[src/rtl/i2c_frame_pkg.sv]
// Shared types and defaults for the I2C frame writer.
package i2c_frame_pkg;

  localparam int DEF_NUM_BYTES = 3;

  typedef enum logic [2:0] {
    IDLE,
    START,
    BIT,
    ACK,
    STOP,
    DONE
  } state_t;

endpackage

[src/rtl/i2c_frame_writer_if.sv]
// Bus between the frame writer, its slow clock generator and the SDA/SCL pads.
interface i2c_frame_writer_if
  import i2c_frame_pkg::*;
#(
  parameter int NUM_BYTES = DEF_NUM_BYTES
) ();

  logic                   scl_level;
  logic                   mid_high;
  logic                   mid_low;
  logic                   start_xfer;
  logic [8*NUM_BYTES-1:0] xfer_data;
  logic                   sdat_in;
  logic                   clk_enable;
  logic                   i2c_sclk;
  logic                   sdat_out;
  logic                   sdat_oe;
  logic                   busy;
  logic                   done;
  logic                   ack_error;

  modport master (
    input  scl_level, mid_high, mid_low, start_xfer, xfer_data, sdat_in,
    output clk_enable, i2c_sclk, sdat_out, sdat_oe, busy, done, ack_error
  );

  modport slave (
    output scl_level, mid_high, mid_low, start_xfer, xfer_data, sdat_in,
    input  clk_enable, i2c_sclk, sdat_out, sdat_oe, busy, done, ack_error
  );

endinterface

[src/rtl/i2c_frame_writer.sv]
// Write-only I2C frame sender: start, NUM_BYTES bytes each followed by an ACK slot, stop.
//
// state | meaning
// IDLE  | bus released, SCL high, waiting for start_xfer
// START | waiting mid_high to pull SDA low (start condition)
// BIT   | shifting data bits out on mid_low
// ACK   | SDA released, sampling slave ACK on mid_high
// STOP  | three-step stop: SDA low, SCL gate off, SDA release
// DONE  | single-cycle completion pulse
module i2c_frame_writer
  import i2c_frame_pkg::*;
#(
  parameter int NUM_BYTES = DEF_NUM_BYTES
) (
  input  logic                  clk,
  input  logic                  reset,
  i2c_frame_writer_if.master    bus
);

  localparam int SW = 8 * NUM_BYTES;
  localparam int BW = $clog2(NUM_BYTES + 1);
  localparam logic [BW-1:0] LAST_BYTE = BW'(NUM_BYTES - 1);

  state_t          state, state_nx;
  logic [SW-1:0]   shift_q;
  logic [2:0]      bit_cnt;
  logic [BW-1:0]   byte_cnt;
  logic            byte_sent;
  logic [1:0]      stop_step;
  logic            scl_gate;
  logic            sda_q;
  logic            sda_oe_q;
  logic            ack_err_q;
  logic            ml, mh;
  logic            busy_c, done_c, sclk_c;

  // mid_low wins when both strobes land in the same cycle
  assign ml = bus.mid_low;
  assign mh = bus.mid_high & ~bus.mid_low;

  always_ff @(posedge clk or posedge reset) begin
    if (reset) state <= IDLE;
    else       state <= state_nx;
  end

  always_comb begin
    state_nx = state;
    case (state)
      IDLE:    if (bus.start_xfer) state_nx = START;
      START:   if (mh) state_nx = BIT;
      BIT:     if (ml && byte_sent) state_nx = ACK;
      ACK:     if (mh) state_nx = (byte_cnt == LAST_BYTE) ? STOP : BIT;
      STOP:    if (ml && stop_step == 2'd2) state_nx = DONE;
      DONE:    state_nx = IDLE;
      default: state_nx = IDLE;
    endcase
  end

  always_comb begin
    busy_c = (state != IDLE);
    done_c = (state == DONE);
    sclk_c = scl_gate ? bus.scl_level : 1'b1;
  end

  always_ff @(posedge clk or posedge reset) begin
    if (reset) begin
      shift_q   <= '0;
      bit_cnt   <= '0;
      byte_cnt  <= '0;
      byte_sent <= 1'b0;
      stop_step <= 2'd0;
      scl_gate  <= 1'b0;
      sda_q     <= 1'b1;
      sda_oe_q  <= 1'b0;
      ack_err_q <= 1'b0;
    end else begin
      case (state)
        IDLE: if (bus.start_xfer) begin
          shift_q   <= bus.xfer_data;
          bit_cnt   <= '0;
          byte_cnt  <= '0;
          byte_sent <= 1'b0;
          stop_step <= 2'd0;
          ack_err_q <= 1'b0;
        end
        START: if (mh) begin
          sda_q    <= 1'b0;
          sda_oe_q <= 1'b1;
          scl_gate <= 1'b1;
        end
        BIT: if (ml) begin
          // byte_sent marks the bit counter wrap so the ninth mid_low opens the ACK slot
          if (byte_sent) begin
            sda_oe_q  <= 1'b0;
            byte_sent <= 1'b0;
          end else begin
            sda_q     <= shift_q[SW-1];
            sda_oe_q  <= 1'b1;
            shift_q   <= {shift_q[SW-2:0], 1'b0};
            bit_cnt   <= bit_cnt + 3'd1;
            byte_sent <= (bit_cnt == 3'd7);
          end
        end
        ACK: if (mh) begin
          if (bus.sdat_in) ack_err_q <= 1'b1;
          byte_cnt <= byte_cnt + BW'(1);
        end
        STOP: begin
          if (stop_step == 2'd0 && ml) begin
            sda_q     <= 1'b0;
            sda_oe_q  <= 1'b1;
            stop_step <= 2'd1;
          end else if (stop_step == 2'd1 && mh) begin
            scl_gate  <= 1'b0;
            stop_step <= 2'd2;
          end else if (stop_step == 2'd2 && ml) begin
            sda_q     <= 1'b1;
            sda_oe_q  <= 1'b0;
            stop_step <= 2'd0;
          end
        end
        default: ;
      endcase
    end
  end

  assign bus.clk_enable = busy_c;
  assign bus.busy       = busy_c;
  assign bus.done       = done_c;
  assign bus.i2c_sclk   = sclk_c;
  assign bus.sdat_out   = sda_q;
  assign bus.sdat_oe    = sda_oe_q;
  assign bus.ack_error  = ack_err_q;

endmodule

[src/flat_wrapper.sv]
// flat-port wrapper written by rule: the top's interface ports become plain ports
module i2c_frame_writer_flat import i2c_frame_pkg::*;
#(
  parameter int NUM_BYTES = DEF_NUM_BYTES
)
  (clk, reset, bus_scl_level, bus_mid_high, bus_mid_low, bus_start_xfer, bus_xfer_data, bus_sdat_in, bus_clk_enable, bus_i2c_sclk, bus_sdat_out, bus_sdat_oe, bus_busy, bus_done, bus_ack_error);
  i2c_frame_writer_if #(.NUM_BYTES(NUM_BYTES)) bus_i ();
  input  logic clk;
  input  logic reset;
  input wire logic [$bits(bus_i.scl_level)-1:0] bus_scl_level;
  input wire logic [$bits(bus_i.mid_high)-1:0] bus_mid_high;
  input wire logic [$bits(bus_i.mid_low)-1:0] bus_mid_low;
  input wire logic [$bits(bus_i.start_xfer)-1:0] bus_start_xfer;
  input wire logic [$bits(bus_i.xfer_data)-1:0] bus_xfer_data;
  input wire logic [$bits(bus_i.sdat_in)-1:0] bus_sdat_in;
  output wire logic [$bits(bus_i.clk_enable)-1:0] bus_clk_enable;
  output wire logic [$bits(bus_i.i2c_sclk)-1:0] bus_i2c_sclk;
  output wire logic [$bits(bus_i.sdat_out)-1:0] bus_sdat_out;
  output wire logic [$bits(bus_i.sdat_oe)-1:0] bus_sdat_oe;
  output wire logic [$bits(bus_i.busy)-1:0] bus_busy;
  output wire logic [$bits(bus_i.done)-1:0] bus_done;
  output wire logic [$bits(bus_i.ack_error)-1:0] bus_ack_error;
  assign bus_i.scl_level = bus_scl_level;
  assign bus_i.mid_high = bus_mid_high;
  assign bus_i.mid_low = bus_mid_low;
  assign bus_i.start_xfer = bus_start_xfer;
  assign bus_i.xfer_data = bus_xfer_data;
  assign bus_i.sdat_in = bus_sdat_in;
  assign bus_clk_enable = bus_i.clk_enable;
  assign bus_i2c_sclk = bus_i.i2c_sclk;
  assign bus_sdat_out = bus_i.sdat_out;
  assign bus_sdat_oe = bus_i.sdat_oe;
  assign bus_busy = bus_i.busy;
  assign bus_done = bus_i.done;
  assign bus_ack_error = bus_i.ack_error;
  i2c_frame_writer #(.NUM_BYTES(NUM_BYTES)) u_core (.clk(clk), .reset(reset), .bus(bus_i));
endmodule
[config.mk]
export PLATFORM = sky130hd
export DESIGN_NAME = i2c_frame_writer_flat
export DESIGN_NICKNAME = d
export VERILOG_FILES = /design/src/rtl/i2c_frame_pkg.sv /design/src/rtl/i2c_frame_writer_if.sv /design/src/rtl/i2c_frame_writer.sv /design/src/flat_wrapper.sv
export SDC_FILE = /design/constraint.sdc
export NUM_CORES = 1
export LEC_CHECK = 0
export BUFFER_PORTS_ARGS = -buffer_cell sky130_fd_sc_hd__buf_4
export CORE_MARGIN = 1.5
export CORE_UTILIZATION = 60
export DETAILED_ROUTE_END_ITERATION = 7
export PLACE_DENSITY = 0.95
export SLEW_MARGIN = 10
export SYNTH_ARGS = -nofsm -noshare
export SYNTH_HDL_FRONTEND = slang
export SYNTH_SLANG_ARGS = --single-unit
[constraint.sdc]
create_clock -name clk -period 3.83 [get_ports clk]
set_input_delay 0.383 -clock clk [delete_from_list [all_inputs] [get_ports clk]]
set_output_delay 0.383 -clock clk [all_outputs]
set_load 0.1 [all_outputs]
==> results.md, run 1 <==
* Core area at 0.00339 mm^2
* CTS tree: built
* Final period utilization at approximately 65%
* Sw frac at a little under half
* # clock sinks at 39
* # hold bufs at CTS at 0
* EDFF count, synth at 0
* Area delta synth->final at 13.9%
* Post-layout min period at between 2 and 2.5 ns
* Worst vdd ir at 0.395 mV
* Dpl ws at roughly 1.4 ns
* DIE AREA at about 0.0040 mm^2
* Worst hold margin at around 0.11 ns
* CP max-delay cell: o21ai_2
* Register area at 977 um^2
* Slew HR at 31.9%
* Post-Syn Area at around 0.0022 mm^2
* Pin count of the biggest net entering global routing at 40
* Clk pwr share at 11.7%
* Vias in the first global route at between 1500 and 2000
* Max Clock Skew at ~0.018 ns
* Unrepaired setup endpoints after global routing: false
* Dpl hpwl at 3.14 mm
* Max clock buf depth at 2
* Crit path capture type: flop
* Clock transition at the registers of the reported paths at about 0.13 ns
* Synthesized area per cell at ~9.8 um^2
* Logic gate share of total power at between 40% and 50%
* Multi-input logic area at 0.00105 mm^2
* Cell count after synthesis at 220
* Initial Util at a little under two thirds
* Fin Setup TNS at 0 ns
* Ant diodes at 0
* Fmax achieved at around 400 MHz
* Via count at between 1500 and 2000
* Clk root buf: clkbuf_4
* Antenna violations before repair at 0
* Status: completed
* Critical Path Max Stage Delay at 0.85 ns
* Synth area leaders: dfrtp_1 44%, mux2i_1 11%, nand2_1 5.4%
* NumNets Final at 283
* Leakage at 1.19 nW
* Initial drt markers at between 100 and 150
* Most common cell in the synthesized netlist: dfrtp_1
* Hold Path Class: primary input to async pin
* Post-CTS Resized at 0
* Post-synth ARST share at between 90% and 100%
* Setup bufs post-CTS at 0
* Largest area contributor in the netlist: dfrtp_1
* Worst slew pin tran at 1.02 ns
* Post-route DRC at 0
* Primary FF master, synth: dfrtp_1
* First-pass GRT wire length at 7.81 mm
* Startpoint Class: flop
* Routed length per instance at 15.3 um
* DR vias/cell at about 5.8
* Placed cell count at about 290
* Num CTS Buffers at 5
* Port Buffers at 37
* # setup viols final at 0
* H-tree depth at 2
* Net Count, Synth at 254
* Final Hold Viols at 0
* Io pins at 38
* Seq cells post-synth at 39
* Chip height at around 63 um
* Fill cells at 248
* Clk_lat worst skew at around 0.37 ns
* DRT antenna net count at 0
* Max cap viols at 0
* Worst setup margin at around 1.4 ns
* Congestion Overflow GR at 0
* Post-Layout Cell Count at 296
* Worst Path Max Fanout at 31
* Slew Limit Fails at 0
* Psw at 0.883 mW
* Crit Path Class: flop to flop
* Synth cell types at 43
* Crit-path cells: nor2b_1 > o21ai_2 > buf_4 > nand2_1 > o21ai_1
* WP data arrival at 2.78 ns
* Row cnt at 21
* First-pass DRT Iterations at 4
* Die W at 62.9 um
* Power per cell area at 754 mW/mm^2
* Most frequent cells after synthesis: 38 x dfrtp_1, 31 x nand2_1, 24 x mux2i_1
* Sequential area share after synthesis at 45.4%
* Synth warnings at 0
* Total GRT Usage at between 20% and 30%
* Share of post-route cells with drive strength above 1 at 21.6%
* Routed WL at about 4.5 mm
* Sequential Power Share at between 40% and 50%
* Yosys top cell area share at between 40% and 50%
* Int Pwr at 0.964 mW
* Required time worst endpoint at between 4 and 5 ns
* Routability Congestion at about 0.89
[area by class of cell]
cell class / instances / area share, %
clock inverter: 2 / 0.510
timing repair buffer: 39 / 11.9
inverter: 6 / 0.919
clock buffer: 6 / 1.68
multi-input combinational: 158 / 42.7
tap: 46 / 2.35
sequential: 39 / 39.9
[path summary, 6_finish.rpt]
path,from,end,slack (ns),cells past startpoint
min in group clk,bus_xfer_data[0],u_core.shift_q[0],0.25,2
max reg2reg,u_core.state[1],u_core.shift_q[11],1.36,5
max,u_core.state[1],u_core.shift_q[11],1.36,5
max in group asynchronous,reset,u_core.shift_q[23],3.36,3
min reg2reg,u_core.shift_q[5],u_core.shift_q[5],0.50,2
min,reset,u_core.shift_q[11],0.11,3
[registers in the layout (all words and copies together), names as in the netlist]
signal	count
u_core.shift_q	24
u_core.bit_cnt	3
u_core.bus.sdat_oe	1
u_core.bus.sdat_out	1
u_core.state	3
u_core.stop_step	2
u_core.scl_gate	1
u_core.bus.ack_error	1
u_core.byte_sent	1
u_core.byte_cnt	2
[per-stage QoR]
stage | power [mW] | instance area [um^2] | utilization [%]
3_5_place_dp | 1.63 | 2400 | 70.7
5_1_grt | 1.97 | 2450 | 72.3
4_1_cts | 1.85 | 2450 | 72.3
6_report | 1.85 | 2450 | 72.3
3_3_place_gp | 1.59 | 2400 | 70.7
2_1_floorplan | 1.46 | 2150 | -
[worst max-delay path: cells and delay by family, from the launching register on]
family | cells | cell delay, ns
AO/OA/AOI/OAI | 2 | 0.94
buffers and inverters | 1 | 0.37
flip-flops | 1 | 0.80
AND/OR/NAND/NOR | 2 | 0.30
[placed cells by master, fill, tap and decap left out, drive strengths merged]
cell and count:
buf 39, dfrtp 38, nand2 31, o21ai 28, mux2i 24, nor2b 9
nor2 9, a21oi 7, inv 6, a22oi 6, clkbuf 6, nand2b 5
nor3 3, o22ai 3, a2bb2oi 3, ha 3, a31oi 3, and2 2
a32o 2, mux2 2, o41ai 2, a21o 2, a22o 2, and3b 1
o211ai 1, o22a 1, and2b 1, nor3b 1, or3 1, nor4 1
o31ai 1, nand3 1, a211oi 1, a32oi 1, o32a 1, clkinv 1
clkinvlp 1, dfstp 1
[logic make-up after synthesis]
group,share of synthesized area (%)
AND/OR/NAND/NOR,15.1
AO/OA/AOI/OAI,19.5
flip-flops,45.4
multiplexers,12.2
buffers and inverters,6.10
adder cells (fa/ha/maj),1.74
[power by group through the flow]
stage | combinational (mW) | clock, mW | sequential [mW]
CTS | 0.883 | 0.217 | 0.747
global placement | 0.847 | 0 | 0.746
floorplan | 0.694 | 0 | 0.771
finish | 0.882 | 0.216 | 0.749
detailed placement | 0.880 | 0 | 0.751
global route | 0.956 | 0.237 | 0.779
[routing by layer]
layer,global-route usage [%],vias up,share of wire (%)
li1,-,838,-
met1,35.2,821,45
met2,38.8,58,48
met3,6.31,11,5.9
met4,9.72,0,1.9
met5,0,-,0
No activity file was read; power rests on OpenSTA's default activity.
==> run 2, diff against run 1 <==
--- a/config.mk
+++ b/config.mk
@@ -7,9 +7,9 @@
 export LEC_CHECK = 0
 export BUFFER_PORTS_ARGS = -buffer_cell sky130_fd_sc_hd__buf_4
 export CORE_MARGIN = 1.5
-export CORE_UTILIZATION = 60
+export CORE_UTILIZATION = 55
 export DETAILED_ROUTE_END_ITERATION = 7
-export PLACE_DENSITY = 0.95
+export PLACE_DENSITY = 0.9
 export SLEW_MARGIN = 10
 export SYNTH_ARGS = -nofsm -noshare
 export SYNTH_HDL_FRONTEND = slang
==> constraint.sdc (replaced) <==
create_clock -name clk -period 2.4 [get_ports clk]
set_input_delay 0.24 -clock clk [delete_from_list [all_inputs] [get_ports clk]]
set_output_delay 0.24 -clock clk [all_outputs]
set_load 0.1 [all_outputs]
==> run 2 against run 1 <==
Die area rose by 8.6%; clock-buffer cell count rose by 1; final cell count rose by 1.7%; critical path depth fell by 2.
==> results.md, run 2 (synthesized netlist as in run 1, its figures left out) <==
* Status: completed
* Leakage at approximately 1.2 nW
* Crit Path Class: flop to output port
* Sequential Power Share at approximately two fifths
* Crit path buf inv count at 1
* Max FFs per register at 24
* Power per cell area at 1220 mW/mm^2
* Num CTS Buffers at 5
* Critical path's top delay family: flip-flops
* Worst Path Max Fanout at 18
* Clk pwr share at between 10% and 20%
* Routed WL at 4.35 mm
* Share of post-route cells with drive strength above 1 at ~22%
* Fmax achieved at roughly 470 MHz
* First-pass GRT wire length at 7.42 mm
* Worst reg2reg setup slack at about 0.57 ns
* Die W at 65.6 um
* Top Registers: u_core.shift_q x24, u_core.bit_cnt x3, u_core.state x3
* Post-CTS Resized at 0
* Clock transition at the registers of the reported paths at approximately 0.07 ns
* Worst slew pin tran at roughly 0.71 ns
* Dpl ws at 0.586 ns
* Post-Layout Cell Count at approximately 300
* Register area at 977 um^2
* # clock sinks at 39
* First-pass DRT Iterations at 4
* Reg2reg start: u_core.state[2]
* Worst vdd ir at 0.653 mV
* Via count at 1693
* Vias in the first global route at approximately 1600
* Ant diodes at 0
* Required time worst endpoint at 2.16 ns
* Port Buffers at 37
* Reg-to-reg endpoint: u_core.bus.sdat_oe
* # hold bufs at CTS at 0
* Fin area at between 0.002 and 0.003 mm^2
* Pin count of the biggest net entering global routing at 40
* Sw frac at a little under half
* Worst setup endpoint: bus_done
* Fill cells at slightly above 300
* Final Hold Viols at 0
* Unrepaired setup endpoints after global routing: false
* CP startpoint: u_core.state[0]
* Placed cell count at a little under 300
* Final period utilization at 88.5%
* Post-route DRC at 0
* Row cnt at 22
* Multi-input logic area at between 0.001 and 0.0015 mm^2
* Crit path capture type: output port
* Placed inst area at around 0.0024 mm^2
* Most common cell after layout, fill and taps aside: buf_4
* CP max-delay cell: dfrtp_1
* Hold Path Class: primary input to async pin
* NumNets Final at 286
* DR vias/cell at around 5.6
* Antenna violations before repair at 0
* # setup viols final at 0
* DIE AREA at 0.00430 mm^2
* Fin Setup TNS at 0 ns
* Max cap viols at 0
* Total Power at between 3 and 4 mW
* Biggest register: u_core.shift_q
* Congestion Overflow GR at 0
* Reg2Reg Depth at 4
* Core area at roughly 0.0037 mm^2
* Critical Path Max Stage Delay at approximately 0.73 ns
* Initial drt markers at 90
* Worst path depth at 3
* Clk root buf: clkbuf_8
* Initial Util at ~58%
* H-tree depth at 2
* Area delta synth->final at 16.3%
* Most frequent cells in the layout: 42 x buf_4, 38 x dfrtp_1, 31 x nand2_1
* Setup bufs post-CTS at 0
* Slew Limit Fails at 0
* Clk_lat worst skew at 0.30 ns
* Slew HR at roughly 52%
* Routability Congestion at about 0.92
* Max Clock Skew at ~0.0023 ns
* DRT antenna net count at 0
* Crit-path cells: nor2b_1 > and2_1 > buf_4
* CTS tree: built
* Int Pwr at 1.64 mW
* WP data arrival at roughly 1.9 ns
* Io pins at 38
* Logic gate share of total power at 46.7%
* Total GRT Usage at between 20 and 25%
* Worst setup margin at roughly 0.28 ns
* Chip height at between 60 and 70 um
* Psw at 1.40 mW
* Max clock buf depth at 2
* Post-layout min period at ~2.1 ns
* Startpoint Class: flop
* Dpl hpwl at slightly above 3 mm
* Routed length per instance at about 14 um
## run 2: layer usage
metal	vias to the layer above	track usage (%)	wire, um
met5	-	0	0
met2	39	34.3	2020
li1	849	-	-
met4	0	10.2	78
met1	798	32.1	2050
met3	7	5.14	196
## run 2: layout make-up
class                           count  area share [%]
Tap cell                           48            2.40
Timing Repair Buffer               42            12.6
Multi-Input combinational cell    158            41.8
Inverter                            6           0.900
Clock inverter                      1           0.200
Clock buffer                        7            3.05
Sequential cell                    39            39.0
## run 2: worst min path at each step
stage | to | slack [ns]
finish | u_core.shift_q[12] | 0.05
global route | u_core.shift_q[12] | 0.11
CTS | u_core.bus.sdat_oe | 0.07
detailed placement | u_core.shift_q[12] | 0.39
global placement | u_core.shift_q[12] | 0.39
floorplan | u_core.shift_q[0] | 0.40
## run 2: worst reg2reg max path, cell delays in order, from the launching register on
cell and delay [ns]:
dfrtp_1 0.81, and2b_4 0.30, a21o_1 0.15, a32oi_1 0.29
mux2i_1 0.21
## run 2: power by group through the flow
stage	combinational [mW]	sequential, mW	clock (mW)
6_report	1.42	1.20	0.426
5_1_grt	1.54	1.24	0.471
4_1_cts	1.43	1.19	0.433
3_5_place_dp	1.43	1.20	0
3_3_place_gp	1.38	1.19	0
2_1_floorplan	1.11	1.23	0
## run 2: stage by stage
stage	hold WS [ns]	util (%)
4_1_cts	0.0706	67.4
5_1_grt	0.105	67.4
2_1_floorplan	0.402	-
3_5_place_dp	0.390	65.2
3_3_place_gp	0.391	65.2
6_report	0.0522	67.4
